[src/rtl/falu_issue_ctrl.sv]
// Issue controller for a multi-cycle FPU: one op in flight, start pulse, wait for done, watchdog abort.
// Latency: start at accept+1, result valid at done+1; in_ready only in IDLE, result held until out_ready.
module falu_issue_ctrl #(
  parameter int          TAG_W   = 5,
  parameter int          NUM_OPS = 5,
  parameter int          TIMEOUT = 64,
  parameter logic [31:0] NAN_VAL = 32'h7FC00000
) (
  input  logic             clk,
  input  logic             rst_n,
  input  logic             in_valid,
  output logic             in_ready,
  input  logic [2:0]       in_mode,
  input  logic [31:0]      in_a,
  input  logic [31:0]      in_b,
  input  logic [TAG_W-1:0] in_tag,
  output logic             fpu_clk_en,
  output logic             fpu_start,
  output logic [2:0]       fpu_n,
  output logic [31:0]      fpu_dataa,
  output logic [31:0]      fpu_datab,
  output logic             fpu_reset,
  input  logic             fpu_done,
  input  logic [31:0]      fpu_result,
  output logic             out_valid,
  input  logic             out_ready,
  output logic [31:0]      out_result,
  output logic [TAG_W-1:0] out_tag,
  output logic             out_err
);

  localparam int             CNT_W   = $clog2(TIMEOUT);
  localparam logic [CNT_W-1:0] CNT_MAX = CNT_W'(TIMEOUT - 1);

  typedef enum logic [2:0] {
    S_IDLE,
    S_ISSUE,
    S_WAIT,
    S_RECOVER,
    S_HOLD
  } state_t;

  state_t           state;
  state_t           state_nxt;
  logic [CNT_W-1:0] cnt;
  logic             legal;
  logic             timeout_hit;

  assign legal       = (32'(in_mode) < NUM_OPS);
  assign timeout_hit = (cnt == CNT_MAX);

  assign in_ready   = (state == S_IDLE);
  assign fpu_start  = (state == S_ISSUE);
  assign fpu_clk_en = (state == S_ISSUE) || (state == S_WAIT) || (state == S_RECOVER);
  // The FPU is held in reset for as long as the controller itself is.
  assign fpu_reset  = !rst_n || (state == S_RECOVER);
  assign out_valid  = (state == S_HOLD);

  always_comb begin
    state_nxt = state;
    case (state)
      S_IDLE:    if (in_valid) state_nxt = legal ? S_ISSUE : S_HOLD;
      S_ISSUE:   state_nxt = S_WAIT;
      S_WAIT: begin
        if (fpu_done)         state_nxt = S_HOLD;
        else if (timeout_hit) state_nxt = S_RECOVER;
      end
      S_RECOVER: state_nxt = S_HOLD;
      S_HOLD:    if (out_ready) state_nxt = S_IDLE;
      default:   state_nxt = S_IDLE;
    endcase
  end

  always_ff @(posedge clk or negedge rst_n) begin
    if (!rst_n) begin
      state <= S_IDLE;
    end else begin
      state <= state_nxt;
    end
  end

  always_ff @(posedge clk or negedge rst_n) begin
    if (!rst_n) begin
      cnt        <= '0;
      fpu_n      <= '0;
      fpu_dataa  <= '0;
      fpu_datab  <= '0;
      out_result <= '0;
      out_tag    <= '0;
      out_err    <= 1'b0;
    end else begin
      case (state)
        S_IDLE: begin
          if (in_valid) begin
            out_tag <= in_tag;
            // Illegal ops never touch the FPU-facing operand registers.
            if (legal) begin
              fpu_n     <= in_mode;
              fpu_dataa <= in_a;
              fpu_datab <= in_b;
            end else begin
              out_result <= NAN_VAL;
              out_err    <= 1'b1;
            end
          end
        end
        S_ISSUE: cnt <= '0;
        S_WAIT: begin
          cnt <= cnt + 1'b1;
          if (fpu_done) begin
            out_result <= fpu_result;
            out_err    <= 1'b0;
          end else if (timeout_hit) begin
            out_result <= NAN_VAL;
            out_err    <= 1'b1;
          end
        end
        default: ;
      endcase
    end
  end

endmodule
[config.mk]
export PLATFORM = sky130hd
export DESIGN_NAME = falu_issue_ctrl
export DESIGN_NICKNAME = d
export VERILOG_FILES = /design/src/rtl/falu_issue_ctrl.sv
export SDC_FILE = /design/constraint.sdc
export NUM_CORES = 1
export LEC_CHECK = 0
export BUFFER_PORTS_ARGS = -buffer_cell sky130_fd_sc_hd__buf_4
export CORE_ASPECT_RATIO = 0.9
export CORE_MARGIN = 2
export CORE_UTILIZATION = 35
export CTS_CLUSTER_DIAMETER = 80
export DETAILED_ROUTE_END_ITERATION = 10
export PLACE_DENSITY = 0.68
export RECOVER_POWER = 25
export SYNTH_ARGS = -nofsm -noshare
export SYNTH_HDL_FRONTEND = slang
export SYNTH_SLANG_ARGS = --single-unit
[constraint.sdc]
create_clock -name clk -period 1.78 [get_ports clk]
set_input_delay 0.267 -clock clk [delete_from_list [all_inputs] [get_ports clk]]
set_output_delay 0.267 -clock clk [all_outputs]
set_load 0.05 [all_outputs]
==> impl_metrics.json, run 1 <==
{
  "status": "finished with violations",
  "violations": "capacitance limit, slew limit",
  "io_pins": 219,
  "worst_setup_path_end_kind": "primary output",
  "start_util_pct": 35.6,
  "fin_area_um2": 7000,
  "diodes": 0,
  "clk_latency_ps": 410,
  "slowest_delay_ps": 440,
  "critical-path-top-delay-family": "simple AND/OR/NAND/NOR gates",
  "synth_top_family_by_area": "multiplexers",
  "arrival_ps": 1490,
  "ys_top_cells_by_count": "dfrtp_1, mux2_2, a22o_1",
  "worst_pin_slew_ps": 1520,
  "wl_mm": 11.5,
  "clock-root-buffer": "clkbuf_16",
  "final_layout_size_suffix_gt1_share_pct": 65.1,
  "dpl_cell_area_um2": 6350,
  "hp-start": "fpu_result[2]",
  "grt_max_degree": 115,
  "dr.pass1.iters": 4,
  "fin_setup_tns_ps": 0,
  "synthAdderAreaFrac_pct": 0.279,
  "clockBufferDepth": 2,
  "fin_crit_sh_pct": 98.7,
  "crit_path_cell_trace": "or3b_4 > clkinvlp_4 > buf_8",
  "htreeDepth": 4,
  "slew_headroom_pct": -1.07,
  "fmaxAchievable_mhz": 569,
  "post_drt_wl_per_cell_um": 16.2,
  "layout.nets": 643,
  "maxCapViolCount": 1,
  "crit_start": "state[2]",
  "num_rows": 39,
  "irDropWorstVdd_mv": 1.17,
  "maxSlewViolCount": 115,
  "synth-simple-area-share_pct": 4.28,
  "finish.utilization_pct": 55.6,
  "drt_iter0_markers": 109,
  "p_leak_uw": 0.00346,
  "tritoncts": "yes",
  "synth_area_leaders": "dfrtp_1, mux2_2, mux2_4",
  "die_h_um": 111,
  "overflow": 0,
  "rsz0062_at_grt": "true",
  "worstPathRequired_ps": 1510,
  "fp.dieW_um": 123,
  "hold_viol_final": 0,
  "synth-compound-area-share_pct": 9.42,
  "yosysSeqAreaShare_pct": 63.7,
  "synth_top_area_share_pct": 63.7,
  "vias": 3369,
  "yosysMostFrequentCell": "dfrtp_1",
  "synth-edff-count": 0,
  "ys_async_sr_fraction_pct": 100,
  "syn_nets": 400,
  "grt.total_usage_pct": 16.6,
  "worst_path_max_delay_cell": "or3b_4",
  "synthMuxAreaShare_pct": 19.4,
  "grt_pass1_wl_mm": 17.5,
  "dieArea_um2": 13700,
  "synth_top_area_cell": "dfrtp_1",
  "hp-class": "in2reg",
  "syn_inst": 290,
  "areaGrowthSynthToFinish_pct": 56.5,
  "path_max_fanout": 3,
  "setup_viol": 0,
  "clock_sinks": 114,
  "gp_congestion": 0.784,
  "cp-start-kind": "flop",
  "cts_buffers": 17,
  "grt_pass1_vias": 3546,
  "ys_warn_count": 0,
  "finalPower_uw": 16000,
  "antenna_found_initial": 0,
  "syn_avg_cell_area_um2": 15.4,
  "yosysUniqueCellTypes": 34,
  "syn-cell-area_um2": 4480,
  "synth_seq_cells": 114,
  "avgViaCountPerCell": 4.76,
  "detail-route-antenna-nets": 0,
  "post-route-drc-count": 0,
  "core_area_um2": 12600,
  "synth_flop_cell": "dfrtp_1",
  "synthXorXnorAreaFrac_pct": 0,
  "portBuffers": 218,
  "crit_buf_inv": 2,
  "fin_crit_ps": 1760,
  "dpl.hpwl_mm": 7.97,
  "worstReg2RegStart": "state[2]",
  "skew_ps": 11.8,
  "cellPowerDensity_nw_per_um2": 2290,
  "critPathKind": "reg2out",
  "clkSlewWorstSetupHoldPaths_ps": 50
}
-- flip-flops by register name (all words and copies together), names as in the netlist --
| register | count |
|---|---|
| fpu_dataa | 32 |
| state | 3 |
| out_result | 32 |
| cnt | 6 |
| fpu_n | 3 |
| out_err | 1 |
| fpu_datab | 32 |
| out_tag | 5 |
-- routing by layer --
metal	GRT usage, %	share of wire (%)
met1	20.7	42
met2	26.3	49
met3	4.89	6.7
met4	8.18	2.5
met5	0	0
-- cell families (layout without fill, tap and decap cells) --
kind of cell               after synthesis  in the layout
DFF                                    114            114
muxes                                   71             71
AOI/OAI and AO/OA                       54             55
and+or+nand+nor                         32             32
buffers and inverters                   18            271
adders and majority gates                1              1
-- final cells by class --
class                      count  area [um^2]
clock buffer                  24          492
multi-input combinational    159         1560
timing repair buffer         239         1830
clock inverter                 6         55.1
inverter                       2         11.3
fill                        1038         5590
sequential                   114         2850
tap                          164          205
-- worst paths after layout --
kind                                       to  slack, ps  cells after the start
worst max-delay path                fpu_start         20                      3
max in group asynchronous            state[0]        390                      2
worst max register to register  out_result[1]         70                      5
worst min-delay path            out_result[2]         80                      2
worst min register to register        out_err        490                      1
min in group asynchronous            fpu_n[2]        390                      2
-- where the power goes --
part	internal [uW]	switching, uW	total [uW]
Sequential	3730	663	4390
Clock	2030	1090	3120
Combinational	3030	5500	8530
-- repair_timing --
| item | CTS | global route |
|---|---|---|
| hold buffers | 0 | 0 |
| resized for setup | 3 | 14 |
| setup buffers | 4 | 2 |
| pin swaps | 0 | 2 |
| cloned | 0 | 1 |
| setup endpoints to repair | 2 | 41 |
-- layout by cell type, fill, tap and decap left out, types with 2 or more instances in the layout --
cell type	synthesis	layout
a31oi_1	2	2
nor2_1	5	3
a21o_4	1	2
mux2_4	18	18
nand2_1	8	8
clkbuf_16	0	17
a22o_1	24	24
a21oi_1	3	3
buf_6	7	3
clkinv_2	0	5
mux2_2	53	53
dfrtp_1	114	113
o22a_1	9	9
clkbuf_8	0	4
nand4_1	3	3
buf_4	0	233
or3b_4	0	2
clkbuf_1	0	3
o21ai_0	11	11
-- through the flow --
step / std cells / worst slack (ps) / hold WS, ps
after floorplan: 290 / 49.6 / -28.6
after global placement: 671 / 161 / 419
after detailed placement: 671 / 91.7 / 431
after CTS: 705 / 6.49 / 0.0978
after global routing: 708 / -29.9 / 71.0
final: 708 / 22.8 / 81.9
-- worst reg2reg max path, cell delays in order (launching register included) --
cell and delay (ps):
dfrtp_1 410, buf_4 160, or3b_4 400, o31a_4 160, a21o_4 260, a22o_1 200
(Power assumes the default switching activity.)
==> inputs of run 2 (changes only) <==
--- a/config.mk
+++ b/config.mk
@@ -11,7 +11,7 @@
 export CORE_UTILIZATION = 35
 export CTS_CLUSTER_DIAMETER = 80
 export DETAILED_ROUTE_END_ITERATION = 10
-export PLACE_DENSITY = 0.68
+export PLACE_DENSITY = 0.66
 export RECOVER_POWER = 25
 export SYNTH_ARGS = -nofsm -noshare
 export SYNTH_HDL_FRONTEND = slang
==> run 2 against run 1 <==
Compared with the run above: the flow still finishes with violations (capacitance limit, slew limit); die area did not move; clock power barely moved; critical path type unchanged; via count rose by 0.89%.
==> impl_metrics.json, run 2 (same netlist as run 1, synthesis figures left out) <==
{
  "grt_max_degree": 115,
  "dr.pass1.iters": 4,
  "maxSlewViolCount": 115,
  "fin_crit_ps": 1750,
  "areaGrowthSynthToFinish_pct": 56.4,
  "violations": "capacitance limit, slew limit",
  "gp_congestion": 0.823,
  "holdPathEnd": "out_result[1]",
  "power_frac_clock_pct": 19.5,
  "clock-root-buffer": "clkbuf_16",
  "grt_use_met2_pct": 25.6,
  "worstRegToRegCells": 5,
  "p_sw_share_pct": 45.3,
  "skew_ps": 8.29,
  "worst_setup_path_end_kind": "primary output",
  "start_util_pct": 35.6,
  "largestRegisters": "fpu_dataa x32, fpu_datab x32, out_result x32",
  "detail-route-antenna-nets": 0,
  "grt_pass1_vias": 3526,
  "finalPower_uw": 16000,
  "fin_setup_tns_ps": 0,
  "cp-start-kind": "flop",
  "worst_pin_slew_ps": 1550,
  "arrival_ps": 1480,
  "fp.dieW_um": 123,
  "layout.nets": 640,
  "grt_use_met3_pct": 6.53,
  "cts_buffers": 17,
  "cellPowerDensity_nw_per_um2": 2290,
  "crit_path_cell_trace": "or3b_4 > clkinvlp_4 > buf_8",
  "status": "finished with violations",
  "overflow": 0,
  "holdBufCountCts": 0,
  "post_drt_wl_per_cell_um": 16.4,
  "fin_crit_sh_pct": 98.3,
  "grt.total_usage_pct": 16.9,
  "vias": 3399,
  "dieArea_um2": 13700,
  "clkSlewWorstSetupHoldPaths_ps": 50,
  "crit_start": "state[1]",
  "setup_viol": 0,
  "min_path_cells": 2,
  "wl_mm": 11.6,
  "clockBufferDepth": 2,
  "num_rows": 39,
  "critPathKind": "reg2out",
  "post-route-drc-count": 0,
  "p_sw_uw": 7260,
  "slowest_delay_ps": 420,
  "nFillCells": 1048,
  "clk_latency_ps": 410,
  "io_pins": 219,
  "grt_pass1_wl_mm": 17.6,
  "slew_headroom_pct": -3.53,
  "hp-start": "fpu_result[1]",
  "r2r_slack_ps": 40,
  "worstReg2RegStart": "state[2]",
  "worst_path_max_delay_cell": "or3b_4",
  "hold_viol_final": 0,
  "p_leak_uw": 0.00345,
  "use_met1_pct": 20.9,
  "avgViaCountPerCell": 4.81,
  "busiest_layer": "met2",
  "final_cell_mix": "buf_4, dfrtp_1, mux2_2, a22o_1, mux2_4",
  "diodes": 0,
  "path_max_fanout": 4,
  "htreeDepth": 4,
  "hp-class": "in2reg",
  "portBuffers": 218,
  "core_area_um2": 12600,
  "maxCapViolCount": 1,
  "antenna_found_initial": 0,
  "irDropWorstVdd_mv": 1.29,
  "dpl.hpwl_mm": 7.97,
  "final_layout_size_suffix_gt1_share_pct": 64.6,
  "final_common_cell": "buf_4",
  "worstPathRequired_ps": 1510,
  "rsz0062_at_grt": "true",
  "die_h_um": 111,
  "clock_sinks": 114,
  "seqPwrFrac_pct": 27.3,
  "tritoncts": "yes",
  "internal_power_uw": 8770,
  "reg2reg_to": "out_result[14]",
  "combPwrFrac_pct": 53.2,
  "drt_iter0_markers": 143,
  "fmaxAchievable_mhz": 571
}
[run 2: repair_timing]
action / in CTS / in global routing
pin swaps: 0 / 1
setup endpoints to repair: 2 / 35
buffers inserted: 3 / 2
gates resized for setup: 3 / 14
cloned: 0 / 2
[run 2: power groups by stage]
stage | clock network, uW | logic (uW) | registers (uW)
final | 3120 | 8540 | 4380
after global routing | 3310 | 8880 | 4520
after CTS | 3210 | 8460 | 4370
after detailed placement | 0 | 8400 | 4390
after global placement | 0 | 8300 | 4370
after floorplan | 0 | 2060 | 8130
[run 2: worst max-delay path: cells and delay by family, from the launching register on]
family | cells | cell delay [ps]
simple gates | 1 | 420
flops | 1 | 400
buf+inv | 2 | 260
[run 2: cell type report]
cell class | count | area [um^2] | share of cell area (%)
Sequential cell | 114 | 2850 | 40.7
Clock buffer | 28 | 537 | 7.66
Inverter | 2 | 11.3 | 0.161
Clock inverter | 4 | 20.0 | 0.286
Timing Repair Buffer | 235 | 1800 | 25.7
Tap cell | 164 | 205 | 2.93
Multi-Input combinational cell | 160 | 1580 | 22.5
[run 2: worst max-delay path by stage]
stage	slack [ps]	depth (start not counted)	endpoint
2_1_floorplan	50	6	cnt[2]
6_report	30	3	fpu_start
3_3_place_gp	200	4	out_result[30]
3_5_place_dp	140	4	out_result[30]
5_1_grt	-10	3	fpu_start
4_1_cts	0.1	3	fpu_start
[run 2: per-stage QoR]
stage | area, um^2 | setup slack [ps] | instances | util [%] | hold slack, ps
3_5_place_dp | 6340 | 138 | 668 | 50.3 | 449
2_1_floorplan | 4490 | 49.6 | 290 | - | -28.6
4_1_cts | 6920 | 0.131 | 703 | 55.0 | 6.29
3_3_place_gp | 6340 | 198 | 668 | 50.3 | 443
5_1_grt | 7000 | -14.2 | 707 | 55.6 | 65.4
6_report | 7000 | 29.6 | 707 | 55.6 | 77.4
[run 2: metal layers]
layer  up-vias  part of all wire, %  routed length [um]
met5         -                    0                   0
met4         0                  2.7                 315
met3        27                  7.9                 924
met2       145                   47                5500
met1      1683                   42                4890
li1       1544                    -                   -
==> inputs of run 3 (changes only) <==
--- a/config.mk
+++ b/config.mk
@@ -12,7 +12,6 @@
 export CTS_CLUSTER_DIAMETER = 80
 export DETAILED_ROUTE_END_ITERATION = 10
 export PLACE_DENSITY = 0.66
-export RECOVER_POWER = 25
 export SYNTH_ARGS = -nofsm -noshare
 export SYNTH_HDL_FRONTEND = slang
 export SYNTH_SLANG_ARGS = --single-unit
==> run 3 against run 2 <==
Compared with the run above: the flow finishes with violations (hold timing); wire length hardly changed; global-route usage unchanged; worst hold slack got worse by 150 ps; clock skew about the same; total power hardly changed; core utilization is 0.13 points higher; critical path type unchanged; critical endpoint unchanged.
==> impl_metrics.json, run 3 (same netlist as run 1, synthesis figures left out) <==
{
  "status": "finished with violations",
  "fp.dieW_um": 123,
  "whs_ps": -76.9,
  "start_util_pct": 35.6,
  "clock-root-buffer": "clkbuf_16",
  "combPwrFrac_pct": 53.3,
  "clockBufferDepth": 2,
  "dieArea_um2": 13700,
  "skew_ps": 8.29,
  "finish.utilization_pct": 55.8,
  "fin_setup_tns_ps": 0,
  "final_common_cell": "buf_4",
  "layout.nets": 640,
  "die_h_um": 111,
  "worst_pin_slew_ps": 647,
  "placed_cells": 668,
  "clock_sinks": 114,
  "final_layout_size_suffix_gt1_share_pct": 64.8,
  "cts_buffers": 17,
  "clkSlewWorstSetupHoldPaths_ps": 50,
  "clk_latency_ps": 410,
  "fmaxAchievable_mhz": 571,
  "p_sw_uw": 7260,
  "setup_viol": 0,
  "busiest_layer": "met2",
  "cellPowerDensity_nw_per_um2": 2280,
  "slew_headroom_pct": 56.9,
  "path_max_fanout": 4,
  "final_cell_mix": "buf_4, dfrtp_1, mux2_2, a22o_1, mux2_4",
  "violations": "hold timing",
  "hp-class": "in2async",
  "slowest_delay_ps": 420,
  "worst_setup_path_end_kind": "primary output",
  "detail-route-antenna-nets": 0,
  "dr.pass1.iters": 4,
  "overflow": 0,
  "irDropWorstVdd_mv": 1.29,
  "avgViaCountPerCell": 4.81,
  "diodes": 0,
  "p_sw_share_pct": 45.3,
  "grt_use_met3_pct": 6.53,
  "vias": 3398,
  "drt_iter0_markers": 143,
  "wl_mm": 11.6,
  "arrival_ps": 1480,
  "grt_max_degree": 115,
  "finalNonFillerCells": 707,
  "htreeDepth": 4,
  "p_leak_uw": 0.00346,
  "fin_crit_sh_pct": 98.3,
  "maxSlewViolCount": 0,
  "rsz0062_at_grt": "true",
  "portBuffers": 218,
  "io_pins": 219,
  "worstPathRequired_ps": 1510,
  "antenna_found_initial": 0,
  "areaGrowthSynthToFinish_pct": 56.8,
  "cp-start-kind": "flop",
  "seqPwrFrac_pct": 27.3,
  "dp_slack_ps": 138,
  "holdBufCountCts": 0,
  "gp_congestion": 0.823,
  "grt.total_usage_pct": 16.9,
  "critPathKind": "reg2out",
  "setup_ws_ps": 29.5,
  "grt_use_met2_pct": 25.6,
  "internal_power_uw": 8780,
  "post_drt_wl_per_cell_um": 16.5,
  "largestRegisters": "fpu_dataa x32, fpu_datab x32, out_result x32",
  "post-route-drc-count": 0,
  "num_rows": 39,
  "use_met1_pct": 20.9,
  "core_area_um2": 12600,
  "grt_pass1_wl_mm": 17.6,
  "fin_crit_ps": 1750,
  "power_frac_clock_pct": 19.4,
  "maxCapViolCount": 0,
  "tritoncts": "yes",
  "grt_pass1_vias": 3526,
  "worst_path_max_delay_cell": "or3b_4",
  "hold_viol_final": 55,
  "dpl.hpwl_mm": 7.97,
  "crit_path_cell_trace": "or3b_4 > clkinvlp_4 > buf_8"
}
run 3: final timing paths:
| path | start | slack (ps) | cells past startpoint | end |
|---|---|---|---|---|
| worst max register to register | state[2] | 40 | 5 | out_result[14] |
| worst min-delay path | rst_n | -80 | 2 | fpu_dataa[8] |
| max in group asynchronous | rst_n | 1320 | 2 | fpu_dataa[11] |
| min in group clk | fpu_result[1] | 80 | 2 | out_result[1] |
| worst max-delay path | state[1] | 30 | 3 | fpu_start |
| worst min register to register | cnt[4] | 490 | 1 | cnt[4] |
run 3: through the flow:
| step | area [um^2] | power, uW | hold slack (ps) |
|---|---|---|---|
| floorplan | 4490 | 10200 | -28.6 |
| global placement | 6340 | 12700 | 443 |
| detailed placement | 6340 | 12800 | 449 |
| CTS | 6920 | 16000 | 6.29 |
| global route | 7020 | 16700 | 24.7 |
| finish | 7020 | 16000 | -76.9 |
run 3: metal layers:
| metal | share of wire (%) | wire length, um | vias to the layer above |
|---|---|---|---|
| met5 | 0 | 0 | - |
| met4 | 2.7 | 315 | 0 |
| met3 | 7.9 | 924 | 27 |
| met2 | 47 | 5500 | 145 |
| met1 | 42 | 4890 | 1682 |
| li1 | - | - | 1544 |
run 3: cell type report:
class                      count  area, um^2
sequential                   114        2850
tap                          164         205
inverter                       2        11.3
clock inverter                 4        20.0
timing repair buffer         235        1820
multi-input combinational    160        1580
fill                        1044        5570
clock buffer                  28         537
run 3: power by group through the flow:
stage | Clock [uW] | Combinational [uW] | Sequential (uW)
after global routing | 3310 | 8890 | 4520
after global placement | 0 | 8300 | 4370
after CTS | 3210 | 8460 | 4370
final | 3120 | 8540 | 4380
after detailed placement | 0 | 8400 | 4390
after floorplan | 0 | 2060 | 8130
run 3: timing repair:
action	CTS	global route
resized for setup	3	14
setup buffers	3	2
pin swaps	0	1
cloned	0	2
endpoints found under the setup margin	2	35
run 3: critical path, delay by kind of cell, from the launching register on:
kind          cells  cell delay [ps]
flops             1              400
simple gates      1              420
buf+inv           2              260
